==> src/rtl/tdc_pkg.sv <==
// Shared helpers for the TDC timestamp array: width helpers and the layout of
// the timestamp record stored in the output FIFO ({channel, coarse, fine}).
package tdc_pkg;

  function automatic int clog2(input int n);
    int r;
    r = 0;
    for (int i = 0; i < 31; i++) begin
      if ((1 << i) < n) r = i + 1;
    end
    return r;
  endfunction

  // Index width that never collapses to zero bits.
  function automatic int idx_w(input int n);
    return (n > 1) ? clog2(n) : 1;
  endfunction

  localparam int REC_FINE_LSB = 0;

  function automatic int rec_coarse_lsb(input int fine_bits);
    return REC_FINE_LSB + fine_bits;
  endfunction

  function automatic int rec_chan_lsb(input int fine_bits, input int coarse_bits);
    return rec_coarse_lsb(fine_bits) + coarse_bits;
  endfunction

  function automatic int rec_width(input int fine_bits, input int coarse_bits,
                                   input int chan_bits);
    return rec_chan_lsb(fine_bits, coarse_bits) + chan_bits;
  endfunction

endpackage

==> src/rtl/therm_popcount_pipe.sv <==
// Two-stage bubble-tolerant thermometer decoder: counts ones rather than
// locating the edge, so isolated bubbles cost at most one LSB.
module therm_popcount_pipe
  import tdc_pkg::*;
#(
  parameter int STAGES    = 256,
  parameter int FINE_BITS = 8
) (
  input  logic                 clock,
  input  logic                 reset,
  input  logic                 vld_p0,
  input  logic [STAGES-1:0]    therm_p0,
  output logic                 vld_p2,
  output logic [FINE_BITS-1:0] fine_p2
);

  localparam int GRP      = 16;
  localparam int NGRP     = (STAGES + GRP - 1) / GRP;
  localparam int PART_W   = 5;
  localparam int SUM_W    = clog2(NGRP * GRP + 1);
  localparam int FINE_MAX = (1 << FINE_BITS) - 1;

  logic [NGRP*GRP-1:0] therm_pad;
  logic [PART_W-1:0]   part_c  [NGRP];
  logic [PART_W-1:0]   part_p1 [NGRP];
  logic                vld_p1;
  logic [SUM_W-1:0]    sum_c;

  function automatic logic [FINE_BITS-1:0] sat_fine(input logic [SUM_W-1:0] s);
    if (int'(s) > FINE_MAX) return {FINE_BITS{1'b1}};
    return FINE_BITS'(s);
  endfunction

  always_comb begin
    therm_pad = '0;
    therm_pad[STAGES-1:0] = therm_p0;
  end

  always_comb begin
    for (int g = 0; g < NGRP; g++) begin
      part_c[g] = '0;
      for (int b = 0; b < GRP; b++) begin
        part_c[g] = part_c[g] + PART_W'(therm_pad[g*GRP + b]);
      end
    end
  end

  // p0 -> p1: per-group partial counts
  always_ff @(posedge clock) begin
    if (reset) vld_p1 <= 1'b0;
    else       vld_p1 <= vld_p0;
  end

  always_ff @(posedge clock) begin
    part_p1 <= part_c;
  end

  always_comb begin
    sum_c = '0;
    for (int g = 0; g < NGRP; g++) begin
      sum_c = sum_c + SUM_W'(part_p1[g]);
    end
  end

  // p1 -> p2: total count, saturated to the fine-code range
  always_ff @(posedge clock) begin
    if (reset) vld_p2 <= 1'b0;
    else       vld_p2 <= vld_p1;
  end

  always_ff @(posedge clock) begin
    fine_p2 <= sat_fine(sum_c);
  end

endmodule

==> src/rtl/tdc_timestamp_array.sv <==
// Multi-channel TDC back end: per-channel capture, round-robin arbitration into
// a shared thermometer decoder, and a first-word-fall-through timestamp FIFO.
module tdc_timestamp_array
  import tdc_pkg::*;
#(
  parameter int CHANNELS    = 4,
  parameter int STAGES      = 256,
  parameter int FINE_BITS   = 8,
  parameter int COARSE_BITS = 16,
  parameter int FIFO_DEPTH  = 16,
  localparam int CH_W       = idx_w(CHANNELS),
  localparam int LVL_W      = clog2(FIFO_DEPTH) + 1
) (
  input  logic                         clock,
  input  logic                         reset,
  input  logic [CHANNELS-1:0]          strobe,
  input  logic [CHANNELS*STAGES-1:0]   thermo,
  output logic                         ts_valid,
  input  logic                         ts_ready,
  output logic [CH_W-1:0]              ts_channel,
  output logic [COARSE_BITS-1:0]       ts_coarse,
  output logic [FINE_BITS-1:0]         ts_fine,
  output logic [LVL_W-1:0]             fifo_level,
  output logic [15:0]                  drop_count
);

  localparam int AW         = clog2(FIFO_DEPTH);
  localparam int REC_W      = rec_width(FINE_BITS, COARSE_BITS, CH_W);
  localparam int COARSE_LSB = rec_coarse_lsb(FINE_BITS);
  localparam int CHAN_LSB   = rec_chan_lsb(FINE_BITS, COARSE_BITS);

  logic [COARSE_BITS-1:0] coarse;
  logic [CHANNELS-1:0]    pending, req, grant, capture, drop;
  logic [STAGES-1:0]      hold_therm  [CHANNELS];
  logic [COARSE_BITS-1:0] hold_coarse [CHANNELS];
  logic [CH_W-1:0]        ptr, cand, gnt_idx;
  logic                   gnt_any, credit_ok, fire;
  int                     drop_inc;

  logic                   vld_p1, vld_p2;
  logic [STAGES-1:0]      therm_p0;
  logic [COARSE_BITS-1:0] coarse_p0, coarse_p1, coarse_p2;
  logic [CH_W-1:0]        chan_p1, chan_p2;
  logic [FINE_BITS-1:0]   fine_p2;

  logic [REC_W-1:0]       mem [FIFO_DEPTH];
  logic [REC_W-1:0]       rd_rec;
  logic [AW-1:0]          wr_ptr, rd_ptr;
  logic                   fifo_wr, fifo_rd;

  function automatic logic [15:0] sat_drop(input logic [15:0] cnt, input int inc);
    int s;
    s = int'(cnt) + inc;
    if (s > 65535) return 16'hFFFF;
    return 16'(s);
  endfunction

  always_ff @(posedge clock) begin
    if (reset) coarse <= '0;
    else       coarse <= coarse + 1'b1;
  end

  // A fresh strobe competes directly so an idle channel skips the holding register.
  assign req = pending | strobe;

  always_comb begin
    cand    = '0;
    gnt_any = 1'b0;
    gnt_idx = '0;
    for (int i = 0; i < CHANNELS; i++) begin
      cand = CH_W'((int'(ptr) + i) % CHANNELS);
      if (!gnt_any && req[cand]) begin
        gnt_any = 1'b1;
        gnt_idx = cand;
      end
    end
  end

  // Only grant when the FIFO can absorb everything already in the decoder.
  assign credit_ok = (FIFO_DEPTH - int'(fifo_level)) > (int'(vld_p1) + int'(vld_p2));
  assign fire      = gnt_any && credit_ok;

  always_comb begin
    grant = '0;
    if (fire) grant[gnt_idx] = 1'b1;
  end

  assign capture = strobe & ~(pending ^ grant);
  assign drop    = strobe & pending & ~grant;

  always_comb begin
    drop_inc = 0;
    for (int c = 0; c < CHANNELS; c++) drop_inc = drop_inc + int'(drop[c]);
  end

  always_ff @(posedge clock) begin
    if (reset) begin
      pending    <= '0;
      ptr        <= '0;
      drop_count <= '0;
    end else begin
      pending    <= capture | (pending & ~grant);
      drop_count <= sat_drop(drop_count, drop_inc);
      if (fire) ptr <= (int'(gnt_idx) == CHANNELS - 1) ? '0 : gnt_idx + 1'b1;
    end
  end

  always_ff @(posedge clock) begin
    for (int c = 0; c < CHANNELS; c++) begin
      if (capture[c]) begin
        hold_therm[c]  <= thermo[c*STAGES +: STAGES];
        hold_coarse[c] <= coarse;
      end
    end
  end

  always_comb begin
    if (pending[gnt_idx]) begin
      therm_p0  = hold_therm[gnt_idx];
      coarse_p0 = hold_coarse[gnt_idx];
    end else begin
      therm_p0  = thermo[int'(gnt_idx)*STAGES +: STAGES];
      coarse_p0 = coarse;
    end
  end

  therm_popcount_pipe #(
    .STAGES    (STAGES),
    .FINE_BITS (FINE_BITS)
  ) u_popcount (
    .clock    (clock),
    .reset    (reset),
    .vld_p0   (fire),
    .therm_p0 (therm_p0),
    .vld_p2   (vld_p2),
    .fine_p2  (fine_p2)
  );

  // p0 -> p1 -> p2: channel/coarse tag tracks the decoder
  always_ff @(posedge clock) begin
    if (reset) vld_p1 <= 1'b0;
    else       vld_p1 <= fire;
  end

  always_ff @(posedge clock) begin
    chan_p1   <= gnt_idx;
    coarse_p1 <= coarse_p0;
    chan_p2   <= chan_p1;
    coarse_p2 <= coarse_p1;
  end

  assign fifo_wr  = vld_p2;
  assign ts_valid = (fifo_level != '0);
  assign fifo_rd  = ts_valid && ts_ready;

  always_ff @(posedge clock) begin
    if (reset) begin
      wr_ptr     <= '0;
      rd_ptr     <= '0;
      fifo_level <= '0;
    end else begin
      if (fifo_wr) wr_ptr <= wr_ptr + 1'b1;
      if (fifo_rd) rd_ptr <= rd_ptr + 1'b1;
      fifo_level <= fifo_level + LVL_W'(fifo_wr) - LVL_W'(fifo_rd);
    end
  end

  always_ff @(posedge clock) begin
    if (fifo_wr) mem[wr_ptr] <= {chan_p2, coarse_p2, fine_p2};
  end

  // Data fields read as zero whenever nothing is presented.
  assign rd_rec     = mem[rd_ptr];
  assign ts_fine    = ts_valid ? rd_rec[REC_FINE_LSB +: FINE_BITS]  : '0;
  assign ts_coarse  = ts_valid ? rd_rec[COARSE_LSB +: COARSE_BITS]  : '0;
  assign ts_channel = ts_valid ? rd_rec[CHAN_LSB +: CH_W]           : '0;

endmodule

==> config.mk <==
export PLATFORM = sky130hd
export DESIGN_NAME = tdc_timestamp_array
export DESIGN_NICKNAME = d
export VERILOG_FILES = /design/src/rtl/tdc_pkg.sv /design/src/rtl/therm_popcount_pipe.sv /design/src/rtl/tdc_timestamp_array.sv
export SDC_FILE = /design/constraint.sdc
export NUM_CORES = 2
export LEC_CHECK = 0
export ABC_AREA = 0
export BUFFER_PORTS_ARGS = -buffer_cell sky130_fd_sc_hd__buf_4
export CORE_AREA = 2 2 415 417
export CTS_BUF_LIST = sky130_fd_sc_hd__clkbuf_8
export DETAILED_ROUTE_END_ITERATION = 10
export DIE_AREA = 0 0 417 419
export HOLD_SLACK_MARGIN = 0.02
export PLACE_DENSITY = 0.66
export RECOVER_POWER = 25
export SETUP_SLACK_MARGIN = 0.15
export SKIP_CTS_REPAIR_TIMING = 1
export SYNTH_ARGS = -nofsm -noshare
export SYNTH_HDL_FRONTEND = slang
export SYNTH_SLANG_ARGS = --single-unit
==> constraint.sdc <==
create_clock -name clock -period 15.55 [get_ports clock]
set_input_delay 3.11 -clock clock [delete_from_list [all_inputs] [get_ports clock]]
set_output_delay 3.11 -clock clock [all_outputs]
set_load 0.02 [all_outputs]
; ---- Word-level counts from Yosys, hierarchy flattened
; Memories as Yosys holds them, arrays and structs flattened. A register that Yosys moved wholly into a read port is not among the register bits.
; Index checks and enable logic that the tools add are counted.
[op_classes]
addsub = 270
mul = 0
div_mod_pow = 0
order_cmp = 9
n_eq_ne = 1
shift = 1
muxes = 46
n_bitwise = 9
n_reduce_logical = 10
[ops]
columns = operator, count
row1 = 5-bit by 1-bit adder with 5-bit output, 225
row2 = 1024-bit by 11-bit variable part select with 256-bit output, 1
row3 = 256-bit 2-to-1 mux, 1
row4 = 9-bit by 5-bit adder with 9-bit output, 14
row5 = 16-bit 2-to-1 mux, 4
row6 = 1-bit by 1-bit adder with 2-bit output, 18
row7 = 8-bit 2-to-1 mux, 3
row8 = 1-bit 2-to-1 mux, 23
row9 = 16-bit by 4-bit adder with 17-bit output, 1
row10 = 17-bit by 16-bit greater-than comparator with 1-bit output (second input constant), 1
row11 = 16-bit by 1-bit adder with 16-bit output (second input constant), 1
row12 = 4-bit AND, 4
row13 = 2-bit by 3-bit less-than comparator with 1-bit output (second input constant), 5
row14 = 2-bit 2-to-1 mux, 6
row15 = 4-bit 2-to-1 mux, 3
row16 = 1-bit binary-select mux with 2-bit select, 5
row17 = 9-bit by 8-bit greater-than comparator with 1-bit output (second input constant), 1
row18 = 4-bit by 1-bit adder with 4-bit output (second input constant), 2
row19 = 4-bit NOT, 2
row20 = 4-bit OR, 2
row21 = 5-bit by 5-bit adder with 6-bit output, 1
row22 = 6-bit by 3-bit greater-than comparator with 1-bit output, 1
row23 = 1-bit logical AND, 6
row24 = 5-bit by 5-bit subtractor with 6-bit output (first input constant), 1
row25 = 11 further kinds, 15
[word_totals]
ff_bits = 177
latch_bits = 0
ram_bits = 1504
mem_bits_ro = 0
inputBits = 1031
output_inout_bits = 48
word_cells = 379
mem_count = 3
[mem_list]
columns = name, words, width, read_ports, rd_clocked_by_memory_dff, wr, line
row1 = hold_therm, 4, 256, 1, 0, 4, tdc_timestamp_array.sv:34  ; logic [STAGES-1:0] hold_therm [CHANNELS];
row2 = mem, 16, 26, 1, 1, 1, tdc_timestamp_array.sv:46  ; logic [REC_W-1:0] mem [FIFO_DEPTH];
row3 = hold_coarse, 4, 16, 1, 0, 4, tdc_timestamp_array.sv:35  ; logic [COARSE_BITS-1:0] hold_coarse [CHANNELS];

; ---- Depth between registers and ports, before layout
[depth]
ltp_word = 31
depth_mapped = 22
mapped_depth_nobuf = 22

; ---- By module
; Synthesis repeated with hierarchy kept, for this count alone.
[hier_totals]
hier_cells = 5114
area_unflattened_um2 = 82450.3
[modules_own_cells]
columns = mod, n_inst, cells_per_inst, area_per_inst_um2
row1 = tdc_timestamp_array, 1, 4131, 72159.2
row2 = therm_popcount_pipe, 1, 983, 10291.1

; ---- Worst setup path before layout
; OpenSTA, ideal clock, no wires.
[synth_path]
kind = in2reg
from = input strobe[3]
to = memory hold_coarse[2][0], enable pin
setup_ns = 0.669
arrival_ns = 11.130
required_ns = 14.881
path_slack_ns = 3.752
cell_stages = 11
n_path_buf = 3
cell_sequence = or2_1 > or2_0 > a21boi_1 > inv_2 > buf_4 > buf_2 > clkbuf_1 > ha_1 > nand2_1 > ha_1 > and2_1
[synth_lines]
columns = element, line
row1 = "start, declared", tdc_timestamp_array.sv:16  ; input logic [CHANNELS-1:0] strobe,
row2 = "end, declared", tdc_timestamp_array.sv:35

==> impl_results.md <==
* Unrepaired setup endpoints after global routing: no
* H-tree depth at 5
* CTS tree: yes
* Share of cells above drive strength 1 at 0.2610
* Non-filler instance count after layout at 9249
* Final Hold Fails at 0
* Clock buffer count from CTS at 309
* Setup_tns at 0 ns
* Clk Latency, worst-skew pair at 1.04 ns
* 1st-pass router iterations at 7
* DRT iter0 DRCs at 4926
* Vias in the first global route at 52460
* IO Count at 1079
* Slowest stage delay, CP at 0.85 ns
* Chip Width at 417 um
* Kind of critical path: in2reg
* Async set-reset flop share out of synthesis at 0
* Max Clk Rate at 107.1 MHz
* Syn nets at 6987
* Number of synthesized flops with an enable pin at 1504
* Crit-path slowest cell: buf_4
* Final Slew Violations at 324
* Register area share after synthesis at 0.6095
* Die ar. at 174700 um^2
* Drt via density at 5.775
* Failing checks: capacitance limit, slew limit
* DRC at 0
* CTS clk-pin slew, worst paths at 0.06 ns
* Crit path max-delay family: adder cells
* Critical Path Sink Type: register
* Status: complete, but fails checks
* Crit start category: input port
* Synthesized cell area at 80040 um^2
* Area grow syn2layout at 19.74%
* Mapped Avg Cell Area at 14.30 um^2
* Detailed Place HPWL at 195700 um
* Top post-synthesis cells by area: edfxtp_1, mux2i_1, fa_1
* Routed Antenna Nets at 0
* Nets@finish at 8092
* Fin crit period at 9.338 ns
* Post-synth top flop: edfxtp_1
* Post-synth top area share at 0.5642
* CP required at 16.44 ns
* DIE HEIGHT at 419 um
* Flops & latches, synth at 1685
* Total length of routed wires at 274500 um
* Starting Density at 0.4692
* Root Driver: clkbuf_8
* DR vias at 53410
* Leftover overflow at the end of global routing at 0
* # rows at 152
* Initial antenna violation count at 104
* Dpl cells at 8626
* Post-route clock skew at 0.06966 ns
* Sink Count at 1685
* Worst min path class: reg2reg
* Synthesized instance count at 5599
* Synth unique cells at 52
* Most frequent cell on the critical path: fa_1
* Core Box Area at 170600 um^2
* Slew HR at -0.8253
* Worst Path Arrival at 10.23 ns
* Largest area contributor in the netlist: edfxtp_1
* Worst-Margin Slew at 2.736 ns
* WP buf/inv at 6
* Critical-path cell list: buf_4 > or2_1 > nor3_2 > a21oi_4 > buf_4 > inv_8 > buf_12 > buf_4 > a211oi_1 > a211oi_1 > a21oi_1 > fa_1 > fa_1 > fa_1 > inv_1 > fa_1 > fa_1 > fa_1 > a21oi_1 > nor2b_1
* Largest net degree at the start of global routing at 167
* Gpl congestion at 0.9106
* Number of port buffers at 1078
* Setup violators final at 0
* Gr usage total at 0.3070
* Yosys warns at 0
* WL per Instance at 29.68 um
* Final period util at 0.6005
* Worst-path maximum fanout at 166
* Max-cap violations at 12
* Max Buffers Root-to-Sink at 4
* First-pass GRT wire length at 380300 um
-- cell type report --
type / count / area (um^2)
Fill cell: 13990 / 74750
Timing Repair Buffer: 1159 / 8838
Clock buffer: 338 / 4652
Tap cell: 2233 / 2794
Sequential cell: 1685 / 48810
Antenna cell: 90 / 225.2
Multi-Input combinational cell: 3340 / 28930
Clock inverter: 195 / 794.5
Inverter: 209 / 799.5
-- worst paths after layout --
check               startpoint                endpoint  slack (ns)  cells after the start
setup / recovery     strobe[3]  u_popcount.part_p1[29]        6.21                     20
hold / removal    coarse_p1[4]            coarse_p2[4]        0.32                      0
setup reg to reg    pending[3]  u_popcount.part_p1[29]        7.40                     17
hold reg to reg   coarse_p1[4]            coarse_p2[4]        0.32                      0
-- per-stage QoR --
step,instance area [um^2],hold slack (ns),utilization,setup WS (ns)
5_1_grt,95820,0.3321,0.5617,6.051
2_1_floorplan,80040,0.3096,-,3.752
3_5_place_dp,90190,0.3121,0.5287,5.294
4_1_cts,95640,0.3236,0.5606,6.417
6_report,95850,0.3248,0.5618,6.212
3_3_place_gp,90190,0.3115,0.5287,5.378
-- cells in the mapped netlist (all sizes together) (2+ instances only) --
library cell,instances
inv,209
buf,144
a21oi,321
nand3,134
nand4,8
nor2b,290
or2,3
o21bai,2
xnor2,34
o21ai,256
mux2,125
mux4,130
nor2,53
and4,2
mux2i,640
and2,50
or3,2
xor2,40
a21o,20
and3,5
o221ai,34
fa,227
a211oi,397
a31oi,2
a2bb2oi,15
nand2,400
clkbuf,221
nor3,5
dfxtp,181
edfxtp,1504
nand2b,7
ha,130
-- worst register-to-register path, delay by kind of cell (launching register included) --
family | cells | cell delay, ns
adder cells (fa/ha/maj) | 6 | 3.06
AO/OA/AOI/OAI | 4 | 1.17
AND/OR/NAND/NOR | 2 | 0.23
buffers and inverters | 5 | 2.85
flip-flops | 1 | 0.72
-- sequential cells by signal, summed over array words and instances (netlist names), 2 cells and up, named ones only --
name                flops
fifo_level              5
rd_ptr                  4
coarse_p1              16
hold_coarse            64
wr_ptr                  4
drop_count             16
chan_p2                 2
coarse                 16
u_popcount.part_p1     80
hold_therm           1024
ptr                     2
u_popcount.fine_p2      8
chan_p1                 2
pending                 4
mem                   416
coarse_p2              16
-- metal layers --
metal / share of wire / track usage / up-vias
met2: 0.49 / 0.5005 / 2434
met5: 0.00070 / 0 / -
met3: 0.071 / 0.06412 / 523
li1: - / - / 23450
met1: 0.39 / 0.3952 / 26970
met4: 0.039 / 0.1406 / 30
-- kinds of logic after synthesis --
logic type                 Yosys count  synth area share
AOI/OAI and AO/OA                 1052           0.08260
and+or+nand+nor                    962           0.05913
adders and majority gates          357           0.07709
DFF                               1685            0.6095
buffers and inverters              574           0.02939
xor gates and xnor gates            74          0.008097
muxes                              895            0.1342
-- placed cells by master (no fill, tap or decap), types with 67 or more instances in the layout --
cell type | synthesis | final
diode_2 | 0 | 90
mux4_2 | 130 | 130
buf_4 | 4 | 1148
nand3_1 | 134 | 134
nand2_1 | 400 | 400
ha_1 | 130 | 130
o21ai_0 | 241 | 230
a211oi_1 | 397 | 397
dfxtp_1 | 181 | 174
inv_1 | 207 | 314
mux2i_1 | 640 | 640
clkinv_1 | 0 | 67
a21oi_1 | 320 | 320
fa_1 | 227 | 227
edfxtp_1 | 1504 | 1504
clkbuf_8 | 0 | 338
nor2b_1 | 290 | 290
mux2_2 | 125 | 125
Power is not shown: default switching activity piles up to over one toggle a cycle in this logic, so the estimate is an artifact.
